--- src/rtl/sync_fifo.sv ---
// sync_fifo -- single-clock FIFO with occupancy count, registered status
// flags and a selectable read style.
//
// Parameters:
//   WIDTH    bits per word (>= 1)
//   DEPTH    words stored (power of two, >= 4)
//   AF_LEVEL almost-full threshold  (1..DEPTH-1)
//   AE_LEVEL almost-empty threshold (1..DEPTH-1)
//   FWFT     1 = first-word-fall-through, 0 = registered read data
//
// Ports:
//   clk_i, rst_ni (async, active-low), clr_i (synchronous flush)
//   wr_dv_i, wr_data_i, wr_full_o, wr_almost_full_o      write side
//   rd_en_i, rd_data_o, rd_valid_o, rd_empty_o,
//   rd_almost_empty_o                                    read side
//   count_o                                              occupancy
//   overflow_o, underflow_o                              sticky errors
//
// Optional feature: define SYNC_FIFO_ERR_FLAGS_EN to build the sticky
// overflow/underflow logic; otherwise both outputs are tied low.

module sync_fifo #(
    parameter int unsigned WIDTH    = 8,
    parameter int unsigned DEPTH    = 16,
    parameter int unsigned AF_LEVEL = DEPTH - 2,
    parameter int unsigned AE_LEVEL = 2,
    parameter int unsigned FWFT     = 1
) (
    input  logic                       clk_i,
    input  logic                       rst_ni,
    input  logic                       clr_i,
    input  logic                       wr_dv_i,
    input  logic [WIDTH-1:0]           wr_data_i,
    output logic                       wr_full_o,
    output logic                       wr_almost_full_o,
    input  logic                       rd_en_i,
    output logic [WIDTH-1:0]           rd_data_o,
    output logic                       rd_valid_o,
    output logic                       rd_empty_o,
    output logic                       rd_almost_empty_o,
    output logic [$clog2(DEPTH):0]     count_o,
    output logic                       overflow_o,
    output logic                       underflow_o
);

    localparam int unsigned ADDR_W = $clog2(DEPTH);
    localparam int unsigned CNT_W  = ADDR_W + 1;

    logic [WIDTH-1:0]  mem [DEPTH];
    logic [ADDR_W-1:0] wr_ptr;
    logic [ADDR_W-1:0] rd_ptr;
    logic [CNT_W-1:0]  count_q;
    logic [CNT_W-1:0]  count_next;
    logic              wr_accept;
    logic              rd_accept;

    // Acceptance uses the registered flags, so on full+both the read wins
    // and on empty+both the write wins.
    assign wr_accept = wr_dv_i && !wr_full_o;
    assign rd_accept = rd_en_i && !rd_empty_o;

    always_comb begin
        count_next = count_q;
        case ({wr_accept, rd_accept})
            2'b10:   count_next = count_q + CNT_W'(1);
            2'b01:   count_next = count_q - CNT_W'(1);
            default: count_next = count_q;
        endcase
    end

    // Pointers, count and flags; flags are derived from the next count so
    // they move on the same edge as count_o.
    always_ff @(posedge clk_i or negedge rst_ni) begin
        if (!rst_ni) begin
            wr_ptr            <= '0;
            rd_ptr            <= '0;
            count_q           <= '0;
            rd_empty_o        <= 1'b1;
            rd_almost_empty_o <= 1'b1;
            wr_full_o         <= 1'b0;
            wr_almost_full_o  <= 1'b0;
        end else if (clr_i) begin
            wr_ptr            <= '0;
            rd_ptr            <= '0;
            count_q           <= '0;
            rd_empty_o        <= 1'b1;
            rd_almost_empty_o <= 1'b1;
            wr_full_o         <= 1'b0;
            wr_almost_full_o  <= 1'b0;
        end else begin
            if (wr_accept) wr_ptr <= wr_ptr + ADDR_W'(1);
            if (rd_accept) rd_ptr <= rd_ptr + ADDR_W'(1);
            count_q           <= count_next;
            rd_empty_o        <= (count_next == '0);
            rd_almost_empty_o <= (count_next <= CNT_W'(AE_LEVEL));
            wr_full_o         <= (count_next == CNT_W'(DEPTH));
            wr_almost_full_o  <= (count_next >= CNT_W'(AF_LEVEL));
        end
    end

    assign count_o = count_q;

    // Storage is not reset; a flush leaves contents untouched.
    always_ff @(posedge clk_i) begin
        if (wr_accept && !clr_i) mem[wr_ptr] <= wr_data_i;
    end

    if (FWFT != 0) begin : g_fwft
        assign rd_data_o  = mem[rd_ptr];
        assign rd_valid_o = !rd_empty_o;
    end else begin : g_reg_read
        logic [WIDTH-1:0] rd_data_q;
        logic             rd_valid_q;

        always_ff @(posedge clk_i or negedge rst_ni) begin
            if (!rst_ni) begin
                rd_data_q  <= '0;
                rd_valid_q <= 1'b0;
            end else if (clr_i) begin
                rd_valid_q <= 1'b0;
            end else begin
                rd_valid_q <= rd_accept;
                if (rd_accept) rd_data_q <= mem[rd_ptr];
            end
        end

        assign rd_data_o  = rd_data_q;
        assign rd_valid_o = rd_valid_q;
    end

`ifdef SYNC_FIFO_ERR_FLAGS_EN
    always_ff @(posedge clk_i or negedge rst_ni) begin
        if (!rst_ni) begin
            overflow_o  <= 1'b0;
            underflow_o <= 1'b0;
        end else if (clr_i) begin
            overflow_o  <= 1'b0;
            underflow_o <= 1'b0;
        end else begin
            if (wr_dv_i && wr_full_o)  overflow_o  <= 1'b1;
            if (rd_en_i && rd_empty_o) underflow_o <= 1'b1;
        end
    end
`else
    assign overflow_o  = 1'b0;
    assign underflow_o = 1'b0;
`endif

endmodule

--- config.mk ---
export PLATFORM = sky130hd
export DESIGN_NAME = sync_fifo
export DESIGN_NICKNAME = d
export VERILOG_FILES = /design/src/rtl/sync_fifo.sv
export SDC_FILE = /design/constraint.sdc
export NUM_CORES = 1
export LEC_CHECK = 0
export ABC_AREA = 1
export BUFFER_PORTS_ARGS = -buffer_cell sky130_fd_sc_hd__buf_2
export CORE_UTILIZATION = 25
export CTS_CLUSTER_SIZE = 25
export DETAILED_ROUTE_END_ITERATION = 10
export PLACE_DENSITY_LB_ADDON = 0.05
export SLEW_MARGIN = 20
export SYNTH_ARGS = -nofsm -noshare
export SYNTH_HDL_FRONTEND = slang
export SYNTH_SLANG_ARGS = --single-unit
--- constraint.sdc ---
create_clock -name clk_i -period 3.5 [get_ports clk_i]
set_input_delay 0.525 -clock clk_i [delete_from_list [all_inputs] [get_ports clk_i]]
set_output_delay 0.525 -clock clk_i [all_outputs]
set_load 0.03 [all_outputs]
; Word level (Yosys, flattened, before mapping)
; Memory sizes are Yosys's and may differ from the RTL's.
; Cells that the tools add are included.
[totals]
reg_bits = 17
mem_bits_rw = 128
inputBits = 13
word_cells = 38
n_memories = 1
[classes]
n_addsub = 4
n_lt_le_gt_ge = 2
n_eq_ne = 3
n_mux = 12
n_reduce_logical = 9
[mem_list]
columns = name, words, width, rd, rd_ports_with_merged_regs, write_ports, line_no
row1 = mem, 16, 8, 1, 0, 1, 49  ; logic [WIDTH-1:0] mem [DEPTH];
[ops]
columns = op, count
row1 = $mux 4, 4
row2 = $pmux 5 s2, 1
row3 = $add 4x1->4 const B, 2
row4 = $mux 1, 6
row5 = $add 5x1->5 const B, 1
row6 = $eq 5x5->1 const B, 1
row7 = $ge 5x4->1 const B, 1
row8 = $le 5x2->1 const B, 1
row9 = $logic_not 5->1, 1
row10 = $mux 5, 1
row11 = $sub 5x1->5 const B, 1
row12 = $reduce_bool 2->1, 2
row13 = $logic_and 1x1->1, 3
row14 = $logic_not 1->1, 3
row15 = $eq 2x1->1 const B, 1
row16 = $eq 2x2->1 const B, 1

; Depth between registers and ports, before layout
[depth]
word_depth = 6
depth_mapped = 16
mapped_depth_nobuf = 16

; Worst setup path before layout
; No wires, ideal clock.
[synth_path]
path_kind = register to register
startpoint = register wr_full_o
endpoint = memory mem[10][0], enable pin
setup_ns = 0.383
t_arrival_ns = 1.640
slack_ns = 1.476
path_stages_with_launch = 6
n_path_buf = 0
synth_period_minus_slack_ns = 2.024
path_cell_list = dfrtp_1 > inv_1 > nand2_2 > nor2_1 > inv_1 > nor3_1
[synth_via]
elab_chain_cells = 5
[synth_rtl]
columns = item, line_no
row1 = from (decl), 34  ; output logic wr_full_o,
row2 = from (signal assigned), 96  ; wr_full_o <= (count_next == CNT_W'(DEPTH));
row3 = $logic_not 1->1, 59  ; assign wr_accept = wr_dv_i && !wr_full_o;
row4 = $logic_and 1x1->1, 59
row5 = $logic_and 1x1->1, 105  ; if (wr_accept && !clr_i) mem[wr_ptr] <= wr_data_i;
row6 = $mux 1, 105
row7 = $mux 1 (implied by the code), 105
row8 = to (decl), 49
; Every way passes these cells.

; Worst setup path after layout
[layout_path]
startpoint = register rd_ptr[0]
endpoint = output rd_data_o[3]
[layout_via]
elab_chain_cells = 1
[layout_rtl]
columns = item, line_no
row1 = from (decl), 51  ; logic [ADDR_W-1:0] rd_ptr;
row2 = from (signal assigned), 92  ; if (rd_accept) rd_ptr <= rd_ptr + ADDR_W'(1);
row3 = $mem_v2 16x8, -
row4 = to (decl), 37  ; output logic [WIDTH-1:0] rd_data_o,
; Every way passes these cells.

==> impl_metrics.json <==
{
  "outcome": "finished, final reports clean",
  "worstSetupPathType": "reg2out",
  "critPathArrivalTime_ns": 2.31,
  "areaGrowthSynthToFinish_pct": 19.9,
  "numPortBuffers": 30,
  "vias": 3932,
  "cp-end-kind": "output pin",
  "placed_area_um2": 6670,
  "r2r_start": "wr_full_o",
  "grt_pass1_wl_um": 25400,
  "drt_iter0_markers": 174,
  "synth_warnings": 0,
  "maxSlewViolCount": 0,
  "netlist_area_um2": 6070,
  "core.rowCount": 56,
  "stdcell_count": 872,
  "reg2regPathDepth": 5,
  "crit_chain": "buf_4 -> o21ai_0 -> o221ai_1 -> nand3_1 -> nand2_1 -> buf_2",
  "crit_slowest_cell": "buf_4",
  "core-area_um2": 23600,
  "irDropWorstVdd_mv": 0.254,
  "synth_cell_types": 34,
  "slew_headroom": 0.358,
  "synth_seq_cells": 145,
  "cts_tree": "done",
  "place_hpwl_um": 10200,
  "n_fill_cell": 2415,
  "total_power_mw": 4.49,
  "critPathMaxStageDelay_ns": 0.55,
  "setup_viol": 0,
  "placed_cells": 839,
  "clk_pin_slew_ns": 0.06,
  "finClkSkew_ns": 0.00680,
  "r2r_slack_ns": 1.29,
  "synthArstFlopShare": 0.117,
  "cts_buffers": 17,
  "cp-start-kind": "register",
  "hold_path_class": "in2async",
  "max_freq_ghz": 0.353,
  "grt.overflow.total": 0,
  "clkSinkCount": 145,
  "required_ns": 2.97,
  "drive_above_1_share": 0.194,
  "yosysTopAreaCell": "edfxtp_1",
  "antenna_found_initial": 2,
  "period_needed_ns": 2.84,
  "critPathTopFamily": "buffers and inverters",
  "synthTopCellsByArea": "edfxtp_1 (63%), dfrtp_1 (6.2%), o21ai_0 (5.6%), nor2_1 (5.0%), o221ai_1 (3.5%)",
  "design_area_um2": 7280,
  "postCtsSetupBuffers": 0,
  "gr-usage-all-layers": 0.142,
  "hold_violations": 0,
  "synth_cells": 495,
  "finalWeightedCongestion": 0.728,
  "crit_buf_inv": 2,
  "cap_violations": 0,
  "dieArea_um2": 24900,
  "cts_max_level": 4,
  "tns_ns": 0,
  "ant_nets": 0,
  "rsz0062_at_grt": "no",
  "start_util": 0.257,
  "insertion_delay_ns": 0.42,
  "cts_buffer_depth": 2,
  "cp_max_fo": 66,
  "die_height_um": 158,
  "power_leakage_nw": 2.57,
  "min_period_over_period": 0.810,
  "synth_top_area_frac": 0.633,
  "worst_r2r_endpoint": "mem[13][3]",
  "firstDrtPassIters": 4,
  "drt_wl_total_um": 16300,
  "ctsResizeCount": 0,
  "tightest_slew_ns": 0.960,
  "wl_per_cell_um": 18.7,
  "nNetsFinal": 559,
  "ys_seq_area_frac": 0.704,
  "synth.avg_cell_area_um2": 12.3,
  "die_w_um": 158,
  "ios": 33,
  "drc": 0,
  "synth_edf_count": 128,
  "power.density_nw_per_um2": 617,
  "grt_start_max_net_pins": 67,
  "vias_per_cell": 4.51,
  "synth_ff_type": "edfxtp_1",
  "cts_root_buf": "clkbuf_16",
  "grt_pass1_vias": 4114,
  "postCtsHoldBufs": 0
}
[per-stage QoR]
stage               hold slack [ns]  utilization  setup slack, ns
floorplan                     0.229            -             1.48
global placement              0.486        0.282             1.02
detailed placement            0.494        0.282             1.02
CTS                          0.0428        0.308            0.574
global route                 0.0513        0.308            0.388
finish                       0.0443        0.308            0.664
[synth_stat cells, types with 2 or more instances]
cell type and n:
ha_1 7, nand2_1 42, nand2_2 6, o221ai_1 24, dfrtp_1 15, o22ai_1 8
nand3_2 4, inv_2 5, clkbuf_1 22, buf_4 2, a21oi_1 4, nand2_4 2
o211ai_1 8, buf_2 2, inv_1 22, o21ai_1 5, o21ai_2 2, dfstp_2 2
nand3_1 16, edfxtp_1 128, o21ai_0 68, nor2_1 81, nor3_1 9
[how the worst max path moves through the flow]
stage / startpoint / slack [ns] / depth (start not counted) / end
6_report: rd_ptr[0] / 0.66 / 6 / rd_data_o[3]
5_1_grt: rd_ptr[0] / 0.39 / 7 / rd_data_o[7]
4_1_cts: rd_ptr[0] / 0.57 / 7 / rd_data_o[1]
3_5_place_dp: wr_dv_i / 1.02 / 5 / mem[13][4]
3_3_place_gp: wr_dv_i / 1.02 / 5 / mem[13][4]
2_1_floorplan: wr_full_o / 1.48 / 5 / mem[10][0]
[logic make-up (layout without fill, tap and decap cells)]
group | after synthesis | after routing | share of synthesized area
simple gates | 164 | 164 | 0.120
buf+inv | 55 | 111 | 0.0359
fa+ha+maj | 7 | 7 | 0.0144
flops | 145 | 145 | 0.704
xor+xnor | 2 | 2 | 0.00289
compound gates | 121 | 121 | 0.122
other cells | 1 | 3 | 0.000618
[per-layer routing]
metal,track usage,up-vias,part of all wire
met5,0,-,0.00080
met4,0.0374,2,0.0088
met3,0.0353,10,0.040
met2,0.228,52,0.48
met1,0.190,1978,0.48
li1,-,1890,-
[worst reg2reg max path: stages (launching register included)]
cell and delay [ns]:
dfrtp_1 0.38, inv_1 0.08, nand2_2 0.15, nor2_1 0.28, nand2_1 0.18, nor2_1 0.76
[area by class of cell]
type                       count  area (µm²)  area share
timing repair buffer          51         308      0.0423
tap                          319         399      0.0548
clock buffer                  18         429      0.0590
multi-input combinational    296        1580       0.218
sequential                   145        4270       0.587
inverter                      28         105      0.0144
antenna                        1        2.50    0.000344
clock inverter                14         178      0.0244
[sequential cells by signal, indices dropped and copies added, names as in the netlist]
register           count
count_o                5
mem                  128
wr_full_o              1
rd_almost_empty_o      1
rd_ptr                 4
rd_empty_o             1
wr_ptr                 4
wr_almost_full_o       1
[cell usage in the layout (no fill, tap or decap), drive strengths merged, types with 7 or more instances in the layout]
master	count
ha	7
clkbuf	18
nand3	20
nand2	50
buf	51
nor2	83
o21ai	75
o211ai	8
o221ai	24
dfrtp	15
nor3	9
inv	32
edfxtp	128
o22ai	8
[power breakdown]
group | internal (mW) | switching (mW)
sequential | 1.94 | 0.0345
combinational | 0.182 | 0.475
clock | 1.13 | 0.730
total | 3.25 | 1.24
(Power assumes the default switching activity.)
